File: src/rtl/pipe_pkg.sv
// Shared opcodes and memory-stage FSM encoding for the 32-bit pipeline.
package pipe_pkg;

  localparam logic [3:0] OP_NOP    = 4'b0000;
  localparam logic [3:0] OP_BRANCH = 4'b0010;
  localparam logic [3:0] OP_SW     = 4'b0011;
  localparam logic [3:0] OP_LW     = 4'b0100;

  typedef enum logic [1:0] {
    ST_IDLE   = 2'd0,
    ST_REQ    = 2'd1,
    ST_WAIT_R = 2'd2
  } mem_state_e;

  // True for opcodes that need a data-memory transaction.
  function automatic logic is_mem_op(input logic [3:0] op);
    return (op == OP_LW) || (op == OP_SW);
  endfunction

endpackage

File: src/rtl/dmem_if_fsm.sv
// Data-memory handshake sequencer: drives req through REQ/WAIT_R and
// flags rvalid that arrives while no load is waiting for it.
module dmem_if_fsm
  import pipe_pkg::*;
(
  input  logic       clk,
  input  logic       rst_n,
  input  logic       capture_i,       // MEM slot loads a new instruction this edge
  input  logic       cap_is_mem_i,    // that instruction is a load or store
  input  logic       slot_is_store_i, // instruction currently in MEM is a store
  input  logic       dmem_gnt_i,
  input  logic       dmem_rvalid_i,
  output mem_state_e state_o,
  output logic       dmem_req_o,
  output logic       proto_err_o
);

  mem_state_e state_q;
  logic       req_q;
  logic       err_q;

  // Sequencing of one memory access; a capture always restarts the FSM for the new slot.
  always_ff @(posedge clk or negedge rst_n) begin
    if (!rst_n) begin
      state_q <= ST_IDLE;
      req_q   <= 1'b0;
      err_q   <= 1'b0;
    end else begin
      if (dmem_rvalid_i && (state_q != ST_WAIT_R)) begin
        err_q <= 1'b1;
      end
      if (capture_i) begin
        state_q <= cap_is_mem_i ? ST_REQ : ST_IDLE;
        req_q   <= cap_is_mem_i;
      end else begin
        case (state_q)
          ST_REQ: begin
            if (dmem_gnt_i) begin
              state_q <= slot_is_store_i ? ST_IDLE : ST_WAIT_R;
              req_q   <= 1'b0;
            end
          end
          ST_WAIT_R: begin
            if (dmem_rvalid_i) begin
              state_q <= ST_IDLE;
            end
          end
          default: begin
            state_q <= ST_IDLE;
            req_q   <= 1'b0;
          end
        endcase
      end
    end
  end

  assign state_o     = state_q;
  assign dmem_req_o  = req_q;
  assign proto_err_o = err_q;

endmodule

File: src/rtl/mem_wb_pipe.sv
// Memory-access stage with MEM and WB pipeline registers. Holds one
// instruction in MEM, runs its load/store, and backpressures EX until done.
module mem_wb_pipe
  import pipe_pkg::*;
#(
  parameter int REG_INDEX_BIT_WIDTH = 4,
  parameter int bitwidth            = 32,
  parameter int STALL_CNT_W         = 16
) (
  input  logic                           clk,
  input  logic                           rst_n,
  input  logic                           ex_valid,
  output logic                           ex_ready,
  input  logic                           ex_flush,
  input  logic [3:0]                     ex_opcode,
  input  logic [REG_INDEX_BIT_WIDTH-1:0] ex_index,
  input  logic [bitwidth-1:0]            ex_result,
  input  logic [bitwidth-1:0]            ex_store_data,
  output logic                           dmem_req,
  output logic                           dmem_we,
  output logic [bitwidth-1:0]            dmem_addr,
  output logic [bitwidth-1:0]            dmem_wdata,
  input  logic                           dmem_gnt,
  input  logic                           dmem_rvalid,
  input  logic [bitwidth-1:0]            dmem_rdata,
  output logic [3:0]                     MEM_opcode,
  output logic [REG_INDEX_BIT_WIDTH-1:0] MEM_index,
  output logic [bitwidth-1:0]            MEM_data,
  output logic [3:0]                     WB_opcode,
  output logic [REG_INDEX_BIT_WIDTH-1:0] WB_index,
  output logic [bitwidth-1:0]            WB_data,
  output logic                           wb_valid,
  output logic                           proto_err,
  output logic [STALL_CNT_W-1:0]         mem_stall_cycles
);

  localparam logic [STALL_CNT_W-1:0] STALL_ONE = 1;
  localparam logic [STALL_CNT_W-1:0] STALL_MAX = '1;

  // MEM slot
  logic                           mem_valid_q, mem_valid_d;
  logic [3:0]                     mem_opcode_q, mem_opcode_d;
  logic [REG_INDEX_BIT_WIDTH-1:0] mem_index_q, mem_index_d;
  logic [bitwidth-1:0]            mem_data_q, mem_data_d;
  logic [bitwidth-1:0]            mem_wdata_q, mem_wdata_d;
  // WB slot
  logic                           wb_valid_q, wb_valid_d;
  logic [3:0]                     wb_opcode_q, wb_opcode_d;
  logic [REG_INDEX_BIT_WIDTH-1:0] wb_index_q, wb_index_d;
  logic [bitwidth-1:0]            wb_data_q, wb_data_d;
  logic [STALL_CNT_W-1:0]         stall_q, stall_d;

  mem_state_e state;
  logic       slot_is_store;
  logic       slot_is_load;
  logic       advance;
  logic       capture;

  assign slot_is_store = (mem_opcode_q == OP_SW);
  assign slot_is_load  = (mem_opcode_q == OP_LW);

  // MEM may hand its instruction to WB this cycle.
  always_comb begin
    advance = 1'b0;
    if (mem_valid_q) begin
      case (state)
        ST_IDLE:   advance = !is_mem_op(mem_opcode_q);
        ST_REQ:    advance = slot_is_store && dmem_gnt;
        ST_WAIT_R: advance = slot_is_load && dmem_rvalid;
        default:   advance = 1'b0;
      endcase
    end
  end

  // A slot that empties this edge can take the next instruction on the same edge.
  assign ex_ready = !mem_valid_q || advance;
  assign capture  = ex_valid && ex_ready && !ex_flush;

  dmem_if_fsm u_fsm (
    .clk             (clk),
    .rst_n           (rst_n),
    .capture_i       (capture),
    .cap_is_mem_i    (is_mem_op(ex_opcode)),
    .slot_is_store_i (slot_is_store),
    .dmem_gnt_i      (dmem_gnt),
    .dmem_rvalid_i   (dmem_rvalid),
    .state_o         (state),
    .dmem_req_o      (dmem_req),
    .proto_err_o     (proto_err)
  );

  // Next-state for MEM slot, WB slot and stall counter.
  always_comb begin
    mem_valid_d  = mem_valid_q;
    mem_opcode_d = mem_opcode_q;
    mem_index_d  = mem_index_q;
    mem_data_d   = mem_data_q;
    mem_wdata_d  = mem_wdata_q;
    wb_valid_d   = 1'b0;
    wb_opcode_d  = OP_NOP;
    wb_index_d   = wb_index_q;
    wb_data_d    = wb_data_q;
    stall_d      = stall_q;

    if (capture) begin
      mem_valid_d  = 1'b1;
      mem_opcode_d = ex_opcode;
      mem_index_d  = ex_index;
      mem_data_d   = ex_result;
      mem_wdata_d  = ex_store_data;
    end else if (advance || !mem_valid_q) begin
      mem_valid_d  = 1'b0;
      mem_opcode_d = OP_NOP;
    end

    if (advance) begin
      wb_valid_d  = 1'b1;
      wb_opcode_d = mem_opcode_q;
      wb_index_d  = mem_index_q;
      wb_data_d   = slot_is_load ? dmem_rdata : mem_data_q;
    end

    if (ex_valid && !ex_ready && (stall_q != STALL_MAX)) begin
      stall_d = stall_q + STALL_ONE;
    end
  end

  // Pipeline registers; reset clears everything so a dropped access leaves no trace.
  always_ff @(posedge clk or negedge rst_n) begin
    if (!rst_n) begin
      mem_valid_q  <= 1'b0;
      mem_opcode_q <= OP_NOP;
      mem_index_q  <= '0;
      mem_data_q   <= '0;
      mem_wdata_q  <= '0;
      wb_valid_q   <= 1'b0;
      wb_opcode_q  <= OP_NOP;
      wb_index_q   <= '0;
      wb_data_q    <= '0;
      stall_q      <= '0;
    end else begin
      mem_valid_q  <= mem_valid_d;
      mem_opcode_q <= mem_opcode_d;
      mem_index_q  <= mem_index_d;
      mem_data_q   <= mem_data_d;
      mem_wdata_q  <= mem_wdata_d;
      wb_valid_q   <= wb_valid_d;
      wb_opcode_q  <= wb_opcode_d;
      wb_index_q   <= wb_index_d;
      wb_data_q    <= wb_data_d;
      stall_q      <= stall_d;
    end
  end

  assign MEM_opcode       = mem_opcode_q;
  assign MEM_index        = mem_index_q;
  assign MEM_data         = mem_data_q;
  assign dmem_we          = slot_is_store;
  assign dmem_addr        = mem_data_q;
  assign dmem_wdata       = mem_wdata_q;
  assign WB_opcode        = wb_opcode_q;
  assign WB_index         = wb_index_q;
  assign WB_data          = wb_data_q;
  assign wb_valid         = wb_valid_q;
  assign mem_stall_cycles = stall_q;

endmodule

File: config.mk
export PLATFORM = sky130hd
export DESIGN_NAME = mem_wb_pipe
export DESIGN_NICKNAME = d
export VERILOG_FILES = /design/src/rtl/pipe_pkg.sv /design/src/rtl/dmem_if_fsm.sv /design/src/rtl/mem_wb_pipe.sv
export SDC_FILE = /design/constraint.sdc
export NUM_CORES = 1
export LEC_CHECK = 0
export BUFFER_PORTS_ARGS = -buffer_cell sky130_fd_sc_hd__clkbuf_2
export CAP_MARGIN = 20
export CORE_UTILIZATION = 50
export CTS_CLUSTER_SIZE = 8
export DETAILED_ROUTE_END_ITERATION = 10
export PLACE_DENSITY_LB_ADDON = 0.2
export SLEW_MARGIN = 20
export SYNTH_ARGS = -nofsm -noshare
export SYNTH_HDL_FRONTEND = slang
export SYNTH_SLANG_ARGS = --single-unit
File: constraint.sdc
create_clock -name clk -period 3.6 [get_ports clk]
set_input_delay 1.08 -clock clk [delete_from_list [all_inputs] [get_ports clk]]
set_output_delay 1.08 -clock clk [all_outputs]
set_load 0.01 [all_outputs]
==> flow_summary_export.csv, run 1 <==
group,metric,value,unit
run_status,status,"finished clean",
setup_path,required,2.52,ns
grt,grt_util_met1,28.56,%
routing,drt-vias-per-instance,5.020,
sta,hold_violations,0,
floorplan,die_x,109.9,um
setup_path,path_delay_family,"simple AND/OR/NAND/NOR gates",
routing,finalWirelength,13.68,mm
grt,grt_most_used_layer,"met2",
setup_path,path_buf_inv,2,
floorplan,core,0.01137,mm2
power_and_ir_drop,irDropWorstVdd,0.3940,mV
synth,synth_area_per_cell,12.47,um2
setup_path,reg2reg_to,"dmem_wdata[17]$_DFFE_PN0P_",
sta,fin_crit_sh,91.87,%
clock_network,cts.sinks,134,
hold_path,min_path_cells,2,
grt,grt_overflow,0,
place,place_inst,838,
sta,slew_violations,0,
synth,ys_seq_area_share,57.57,%
synth,yosysTopAreaCellShare,57.57,%
routing,vias,4357,
floorplan,dieArea,0.01208,mm2
synth,syn_area,0.005824,mm2
place,io_buffers,274,
clock_network,path_clk_slew,0.05,ns
power_and_ir_drop,pwr-share-comb,21.2,%
power_and_ir_drop,leakagePower,3.934,nW
synth,synth.distinct_cells,38,
floorplan,io_pins,275,
setup_path,crit_type,"reg2out",
clock_network,cts_tree,"built",
clock_network,cts_root_buffer,"clkbuf_16",
sta,rsz0062_at_grt,"no",
setup_path,arrival,2.23,ns
setup_path,ff2ff_path_depth,7,
clock_network,hold_buffers,0,
power_and_ir_drop,intPower,0.003210,W
power_and_ir_drop,power,0.004511,W
final_layout,finalNonFillerCells,868,
sta,worst_slew_pin_slew,0.5304,ns
synth,syn_nets,578,
hold_path,hold_class,"reg2reg",
final_layout,antenna_cells,0,
grt,grt_pass1_wl,20.81,mm
sta,min_period,3.307,ns
routing,wl_per_cell,15.76,um
sta,fmax,302.3,MHz
setup_path,slowest_stage,"or4_1",
clock_network,cts.htree.levels,4,
sta,holdWs,0.4751,ns
grt,grt_start_max_net_pins,57,
clock_network,post-cts-setup-buffers,0,
hold_path,worstHoldStart,"WB_index[3]$_DFFE_PN0N_",
floorplan,num_rows,39,
routing,dr.first_iter.drc_count,186,
place,place_hpwl,9.936,mm
setup_path,cp-start-kind,"flop",
setup_path,cp_max_fo,18,
synth,synth_top_cell_by_area,"dfrtp_1",
synth,yosysWarnings,0,
floorplan,initial_core_util,51.23,%
setup_path,cp-end-kind,"primary output",
final_layout,drive_above_1_share,43.86,%
place,place.gp.congestion,0.7858,
power_and_ir_drop,sequentialPowerShare,43.7,%
sta,relSlewSlack,64.64,%
sta,tns,0,ns
routing,drtAntennaViolNets,0,
grt,grt_use_met3,7.469,%
routing,drc,0,
grt,grt_pass1_vias,4123,
clock_network,cts_max_path_buffers,2,
floorplan,die_h,109.9,um
clock_network,numCtsBuffers,17,
final_layout,nets,825,
grt,antenna_found_initial,0,
clock_network,clk_latency,0.41,ns
power_and_ir_drop,switchingPower,0.001301,W
setup_path,worstReg2RegStart,"MEM_opcode[0]$_DFFE_PN0P_",
sta,report.final.setup_viol,0,
hold_path,min_to,"WB_index[3]$_DFFE_PN0N_",
power_and_ir_drop,swShare,28.85,%
routing,dr.pass1.iters,6,
sta,fin_skew,0.01005,ns
setup_path,cpPeakStageDelay,0.51,ns
grt,grtUsageMet2,37.95,%
clock_network,cts_resized,0,
synth,syn_inst,467,
grt,track_usage,23.26,%
setup_path,crit_chain,"nor4bb_4, or4_1, and3_1, inv_2, clkbuf_2",
setup_path,r2r_setup_slack,1.14,ns
run,drv_cap,0,
synth,synth_area_leaders,"dfrtp_1 (58%), mux2_1 (13%), mux2i_1 (5.7%)",
power_and_ir_drop,pwr-share-clk,35.2,%
synth,synth-seq-cells,134,
final_layout,syn_to_final_growth,31.45,%
power_and_ir_drop,power.density,589.2,mW/mm2
[cells by family (layout without fill, tap and decap cells)]
group                      after synthesis  after routing  share of synthesized area, %
DFF                                    134            134                         57.57
and+or+nand+nor                        108            108                         9.517
muxes                                  103            103                         19.21
buffers and inverters                   62            320                         7.239
AOI/OAI and AO/OA                       46             46                         4.296
xor gates and xnor gates                13             13                         1.955
adders and majority gates                1              1                        0.2148
[layout make-up]
class                      instances  area, um2
inverter                           8      30.03
fill                             888       3714
tap                              143      178.9
timing repair buffer             282       1488
sequential                       134       3353
clock buffer                      27      533.0
clock inverter                     3      15.01
multi-input combinational        271       2058
[per-layer routing]
| layer | vias up | routed length (um) |
|---|---|---|
| met4 | 0 | 218 |
| li1 | 2076 | - |
| met5 | - | 0 |
| met1 | 2088 | 5603 |
| met2 | 172 | 6849 |
| met3 | 21 | 1010 |
[worst max-delay path by stage]
stage	from	slack [ns]	end	cells after the start
2_1_floorplan	dmem_gnt	0.56	ex_ready	6
3_3_place_gp	dmem_gnt	0.47	ex_ready	6
3_5_place_dp	dmem_gnt	0.43	ex_ready	6
4_1_cts	MEM_opcode[0]$_DFFE_PN0P_	0.28	ex_ready	5
5_1_grt	MEM_opcode[0]$_DFFE_PN0P_	0.20	ex_ready	5
6_report	MEM_opcode[0]$_DFFE_PN0P_	0.29	ex_ready	5
[worst register-to-register path: cells and delay by family, from the launching register on]
kind,cells,cell delay [ns]
DFF,1,0.44
and+or+nand+nor,4,1.08
muxes,1,0.37
buffers and inverters,2,0.45
[power groups by stage]
stage          clock (W)  sequential, W  combinational [W]
2_1_floorplan          0        0.00209           0.000418
3_3_place_gp           0        0.00197           0.000954
3_5_place_dp           0        0.00199           0.000968
4_1_cts          0.00161        0.00197           0.000972
5_1_grt          0.00168        0.00201            0.00108
6_report         0.00159        0.00197           0.000956
[through the flow]
stage               utilization (%)  setup WS, ns  cell area (um2)
floorplan                         -        0.5607             5824
global placement              62.52        0.4709             7108
detailed placement            62.52        0.4323             7108
CTS                           67.34        0.2770             7656
global route                  67.34        0.2002             7656
finish                        67.34        0.2925             7656
[sequential cells by signal, indices dropped and copies added, names as in the netlist]
register and flops:
MEM_data 32, MEM_index 4, MEM_opcode 4, WB_data 32
WB_index 4, WB_opcode 4, dmem_wdata 32, mem_stall_cycles 16
mem_valid_q 1, u_fsm.dmem_req_o 1, u_fsm.proto_err_o 1, u_fsm.state_o 2
wb_valid 1
[Yosys cell counts]
cell / number
mux2i_1: 33
nand3_1: 9
buf_2: 1
mux2_1: 67
and4_1: 3
inv_1: 6
mux2_2: 3
a41o_1: 1
a21bo_2: 1
xnor2_1: 1
buf_4: 34
or4_1: 2
nand2b_1: 3
and3b_1: 1
ha_1: 1
nor4_2: 1
clkbuf_1: 11
inv_2: 1
nor2_1: 5
buf_6: 8
nor2b_1: 1
nor4_1: 6
nor2_8: 1
a21oi_1: 3
nor4b_2: 1
o21ai_0: 38
xor2_1: 12
nor3_1: 8
nand4_1: 1
nand2_1: 59
nor4bb_4: 1
dfrtp_1: 134
and3_1: 2
o41ai_1: 1
a32oi_1: 1
clkinv_1: 1
and2_1: 4
o21bai_1: 1
[layout by cell type, fill, tap and decap left out, types with 7 or more instances in the layout]
cell type,n
mux2_1,67
mux2i_1,33
clkbuf_8,7
nor3_1,8
o21ai_0,38
nand2_1,59
xor2_1,12
dfrtp_1,134
clkbuf_2,273
nand3_1,9
clkbuf_16,17
(Power assumes the default switching activity.)
==> inputs of run 2 (changes only) <==
Settings changed: ABC_AREA set to 1, CORE_UTILIZATION 50 to 51.
==> flow_summary_export.csv, run 2 <==
group,metric,value,unit
final_layout,drive_above_1_share,35.26,%
routing,drt-vias-per-instance,4.887,
clock_network,clk_latency,0.42,ns
place,placed_area,0.007217,mm2
clock_network,cts.sinks,134,
place,place.gp.congestion,0.8191,
synth,synth_compound_area_share,5.241,%
setup_path,crit_end,"ex_ready",
routing,finalWirelength,15.42,mm
final_layout,final_util,67.82,%
grt,grt_overflow,0,
synth,synthMuxAreaShare,0,%
floorplan,dieArea,0.01223,mm2
clock_network,path_clk_slew,0.05,ns
synth,synth.distinct_cells,29,
setup_path,cpPeakStageDelay,0.21,ns
setup_path,crit_chain,"clkbuf_2, inv_1, nor2_1, nand2_1, nand4_4, clkbuf_2",
routing,dr.first_iter.drc_count,295,
setup_path,ff2ff_path_depth,10,
final_layout,design_area,0.007777,mm2
hold_path,hold_class,"reg2reg",
power_and_ir_drop,leakagePower,4.358,nW
grt,track_usage,26.51,%
final_layout,antenna_cells,0,
clock_network,post-cts-setup-buffers,0,
setup_path,arrival,1.81,ns
clock_network,cts.htree.levels,4,
routing,dr.pass1.iters,4,
run,drv_cap,0,
setup_path,crit_path_frequent_cell,"clkbuf_2",
sta,hold_violations,0,
synth,yosysWarnings,0,
place,io_buffers,274,
final_layout,fillers,975,
setup_path,startpoint,"dmem_gnt",
setup_path,cp_max_fo,9,
sta,fin_skew,0.007956,ns
power_and_ir_drop,power.density,626.7,mW/mm2
synth,synth_top_cell_by_area,"dfrtp_1",
grt,grt_pass1_vias,5048,
clock_network,cts_tree,"built",
clock_network,cts_max_path_buffers,2,
final_layout,regArea,0.003353,mm2
routing,wl_per_cell,14.07,um
grt,grt_pass1_wl,25.24,mm
setup_path,reg2reg_to,"WB_data[21]$_DFFE_PN0N_",
synth,synthAdderAreaFrac,0.2080,%
synth,ys_seq_area_share,55.74,%
place,place_ws,0.7193,ns
clock_network,cts_root_buffer,"clkbuf_16",
synth,synthXorXnorAreaFrac,2.038,%
setup_path,path_buf_inv,3,
synth,syn_area,0.006016,mm2
setup_path,slowest_stage,"nand4_4",
synth,yosysMostFrequentCell,"nand2_1",
sta,slew_violations,0,
setup_path,cp-start-kind,"primary input",
final_layout,final_common_cell,"nand2_1",
synth,synth_area_per_cell,8.569,um2
synth,yosys.area_share.simple,27.66,%
floorplan,die_h,110.6,um
routing,wl_met2,7.842,mm
synth,synth-seq-cells,134,
routing,dr_wl_met3,918,um
clock_network,numCtsBuffers,17,
synth,syn_inst,702,
setup_path,crit_type,"in2out",
clock_network,hold_buffers,0,
grt,antenna_found_initial,0,
sta,fin_crit_sh,80.42,%
floorplan,num_rows,39,
place,place_hpwl,10.76,mm
hold_path,min_path_cells,2,
floorplan,io_pins,275,
sta,report.final.setup_viol,0,
power_and_ir_drop,irDropWorstVdd,0.5108,mV
sta,relSlewSlack,64.02,%
synth,synth_area_leaders,"dfrtp_1 (56%), nand2_1 (21%), buf_4 (5.0%)",
sta,tns,0,ns
final_layout,multi_input_area,0.002115,mm2
routing,dr.max_layer_used,"met4",
synth,synth_edf_count,0,
grt,grt_start_max_net_pins,78,
synth,synth_commonest_cells,"nand2_1 (333), dfrtp_1 (134), nor2_1 (48), buf_4 (40), a31oi_1 (32)",
power_and_ir_drop,power,0.004874,W
clock_network,cts_resized,0,
routing,m1WireLength,6.352,mm
setup_path,path_delay_family,"simple AND/OR/NAND/NOR gates",
run_status,status,"finished clean",
routing,vias,5356,
sta,rsz0062_at_grt,"no",
setup_path,cp-end-kind,"primary output",
synth,yosysTopAreaCellShare,55.74,%
sta,fmax,345.4,MHz
final_layout,final_cell_mix,"nand2_1 (333), clkbuf_2 (273), dfrtp_1 (134)",
synth,ys_async_sr_fraction,100.0,%
synth,synth-main-ff-cell,"dfrtp_1",
synth,synth_top_family_by_area,"simple AND/OR/NAND/NOR gates",
routing,drtAntennaViolNets,0,
setup_path,required,2.52,ns
setup_path,worstReg2RegStart,"MEM_opcode[2]$_DFFE_PN0P_",
final_layout,nets,1052,
routing,drc,0,
setup_path,cp.depth,6,
synth,syn_nets,813,
floorplan,core,0.01147,mm2
final_layout,syn_to_final_growth,29.28,%
setup_path,r2r_setup_slack,1.44,ns
sta,min_period,2.895,ns
floorplan,die_x,110.6,um
sta,worst_slew_pin_slew,0.5397,ns
floorplan,initial_core_util,52.46,%
sta,fin_ws,0.7050,ns
==> run 2: cell count changes after synthesis, moves of 7 or more <==
cell,delta
nor2_1,+43
mux2_1,-67
nand2_1,+274
inv_1,+17
a31oi_1,+32
mux2i_1,-33
xnor2_1,+8
xor2_1,-7
buf_2,+9
o21ai_0,-34
==> run 2: power by group <==
group / switching [W] / internal [W]
Sequential: 0.000246 / 0.00183
Combinational: 0.000682 / 0.000501
Clock: 0.000597 / 0.00102
==> run 2: worst min-delay path by stage <==
stage,end,slack [ns],from
2_1_floorplan,u_fsm.dmem_req_o$_DFFE_PN0P_,0.50,u_fsm.dmem_req_o$_DFFE_PN0P_
3_3_place_gp,dmem_wdata[22]$_DFFE_PN0P_,0.46,dmem_wdata[22]$_DFFE_PN0P_
3_5_place_dp,dmem_wdata[6]$_DFFE_PN0P_,0.46,dmem_wdata[6]$_DFFE_PN0P_
4_1_cts,dmem_wdata[26]$_DFFE_PN0P_,0.48,dmem_wdata[26]$_DFFE_PN0P_
5_1_grt,dmem_wdata[9]$_DFFE_PN0P_,0.50,dmem_wdata[9]$_DFFE_PN0P_
6_report,dmem_wdata[8]$_DFFE_PN0P_,0.48,dmem_wdata[8]$_DFFE_PN0P_
==> run 2: area by class of cell <==
cell class / instances / area share (%)
Clock buffer: 29 / 7.079
Tap cell: 143 / 2.301
Sequential cell: 134 / 43.11
Inverter: 28 / 1.384
Timing Repair Buffer: 282 / 18.81
Clock inverter: 2 / 0.1287
Multi-Input combinational cell: 478 / 27.19
==> run 2: tightest hold or removal path, stage by stage (launching register included) <==
cell	delay, ns
dfrtp_1	0.34
nand2_1	0.06
nand2_1	0.05
==> run 2: kinds of logic after synthesis <==
family | count (synthesis)
flip-flops | 134
XOR/XNOR | 14
buffers and inverters | 90
adder cells (fa/ha/maj) | 1
AND/OR/NAND/NOR | 414
AO/OA/AOI/OAI | 49
==> run 2: layer usage <==
layer  vias to the layer above  track usage (%)
li1                       2640                -
met3                        23            7.903
met1                      2487            31.42
met4                         0            9.067
met5                         -                0
met2                       206            45.80
==> run 2: stage by stage <==
stage	hold WS, ns	std cells
2_1_floorplan	0.5046	702
3_3_place_gp	0.4615	1065
3_5_place_dp	0.4640	1065
4_1_cts	0.4788	1096
5_1_grt	0.4970	1096
6_report	0.4769	1096
==> inputs of run 3 (changes only) <==
Settings changed: ABC_AREA 1 to 0, CORE_UTILIZATION 51 to 47.
Clock period 3.6 ns to 2.8 ns, I/O delays scaled along.
==> flow_summary_export.csv, run 3 (synthesis gave the netlist of run 1 again) <==
group,metric,value,unit
place,place.gp.congestion,0.7658,
sta,min_period,2.734,ns
final_layout,nets,832,
floorplan,initial_core_util,48.29,%
place,place_hpwl,10.15,mm
routing,vias,4407,
floorplan,num_rows,40,
clock_network,clk_latency,0.41,ns
sta,fin_crit_sh,97.64,%
routing,finalWirelength,13.64,mm
grt,grt_start_max_net_pins,51,
place,io_buffers,274,
grt,grt_pass1_vias,4289,
clock_network,cts_max_path_buffers,2,
setup_path,cp-start-kind,"flop",
floorplan,die_h,113.3,um
sta,slew_violations,0,
sta,holdWs,0.3093,ns
floorplan,io_pins,275,
floorplan,die_x,113.3,um
routing,drt-vias-per-instance,4.886,
final_layout,final_cell_mix,"clkbuf_2 (272), dfrtp_1 (132), mux2_1 (67)",
floorplan,dieArea,0.01284,mm2
grt,grt_overflow,0,
sta,hold_violations,0,
sta,rsz0062_at_grt,"no",
routing,drc,0,
setup_path,cp_max_fo,4,
floorplan,core,0.01206,mm2
clock_network,cts.sinks,134,
power_and_ir_drop,leakagePower,4.004,nW
grt,track_usage,22.36,%
clock_network,cts_tree,"built",
final_layout,antenna_cells,0,
setup_path,ff2ff_path_depth,7,
clock_network,cts_root_buffer,"clkbuf_16",
final_layout,final_common_cell,"clkbuf_2",
final_layout,syn_to_final_growth,34.84,%
clock_network,hold_buffers,0,
setup_path,crit_type,"reg2out",
sta,tns,0,ns
final_layout,finalNonFillerCells,902,
sta,fmax,365.8,MHz
hold_path,hold_class,"in2async",
setup_path,cp-end-kind,"primary output",
sta,report.final.setup_viol,0,
routing,wl_per_cell,15.12,um
power_and_ir_drop,irDropWorstVdd,0.5503,mV
routing,dr.first_iter.drc_count,207,
routing,dr.pass1.iters,4,
power_and_ir_drop,power.density,785.2,mW/mm2
setup_path,required,1.96,ns
routing,drtAntennaViolNets,0,
run_status,status,"finished clean",
grt,grt_pass1_wl,21.82,mm
place,place_inst,868,
run,drv_cap,0,
clock_network,path_clk_slew,0.06,ns
sta,fin_skew,0.007404,ns
clock_network,cts.htree.levels,4,
final_layout,fillers,995,
final_layout,drive_above_1_share,45.23,%
setup_path,arrival,1.89,ns
clock_network,numCtsBuffers,17,
grt,antenna_found_initial,0,
sta,relSlewSlack,74.71,%
sta,worst_slew_pin_slew,0.3759,ns
## run 3: changes by cell type in the layout (fill, tap and decap cells not counted), sizes merged, moves of 5 or more
| cell | change |
|---|---|
| a31oi | -32 |
| o21ai | +27 |
| nand2 | -281 |
| xnor2 | -8 |
| clkbuf | -6 |
| buf | +8 |
| mux2i | +33 |
| xor2 | +7 |
| nand3 | -5 |
| nor2 | -47 |
| mux2 | +70 |
| inv | -21 |
| nor4 | +7 |
## run 3: worst paths after layout
check / startpoint / to / slack, ns
max: MEM_opcode[0]$_DFFE_PN0P_ / ex_ready / 0.07
min: rst_n / dmem_wdata[11]$_DFFE_PN0P_ / 0.31
max reg2reg: MEM_opcode[0]$_DFFE_PN0P_ / MEM_data[16]$_DFFE_PN0P_ / 0.36
min reg2reg: WB_index[0]$_DFFE_PN0N_ / WB_index[0]$_DFFE_PN0N_ / 0.48
max in group asynchronous: rst_n / WB_data[21]$_DFFE_PN0N_ / 1.78
min in group clk: WB_index[0]$_DFFE_PN0N_ / WB_index[0]$_DFFE_PN0N_ / 0.48
## run 3: critical path: stages, from the launching register on
cell and delay (ns):
dfrtp_2 0.43, nor4bb_4 0.18, or4_4 0.53, and3_4 0.17
inv_2 0.07, buf_6 0.10
## run 3: per-layer routing
layer | wire (um) | part of all wire (%) | GRT usage (%) | vias up
met1 | 5654 | 41 | 27.17 | 2108
met3 | 822 | 6.0 | 6.374 | 24
met2 | 6861 | 50 | 37.14 | 176
met5 | 0 | 0 | 0 | -
met4 | 303 | 2.2 | 9.912 | 0
li1 | - | - | - | 2099
## run 3: through the flow
step                      instance area [um2]  total power, W  setup slack [ns]  utilization, %
after global routing                     7854        0.006482          0.005605           65.11
final                                    7854        0.006166           0.06617           65.11
after floorplan                          5824        0.003229            0.1814               -
after CTS                                7839        0.006226          0.002130           64.99
after global placement                   7177        0.003771            0.2762           59.50
after detailed placement                 7177        0.003813            0.2332           59.50
## run 3: power by group
part	internal, W	switching, W
registers	0.00228	0.000243
logic	0.000567	0.000671
clock network	0.00161	0.000796
total	0.00446	0.00171
## run 3: layout make-up
type                    instances  area (um2)  share of cell area, %
flip-flops and latches        134        3356                  42.73
well taps                     168       210.2                  2.676
clock buffers                  24       501.7                  6.388
multi-input cells             271        2067                  26.32
inverters                       8       30.03                 0.3823
clock inverters                 8       142.6                  1.816
repair buffers                289        1546                  19.69
## run 3: timing repair
action / in CTS / in global routing
endpoints found under the hold margin: 0 / 0
setup endpoints to repair: 1 / 1
pin swaps: 0 / 2
resized for setup: 2 / 4
buffers inserted: 2 / 0
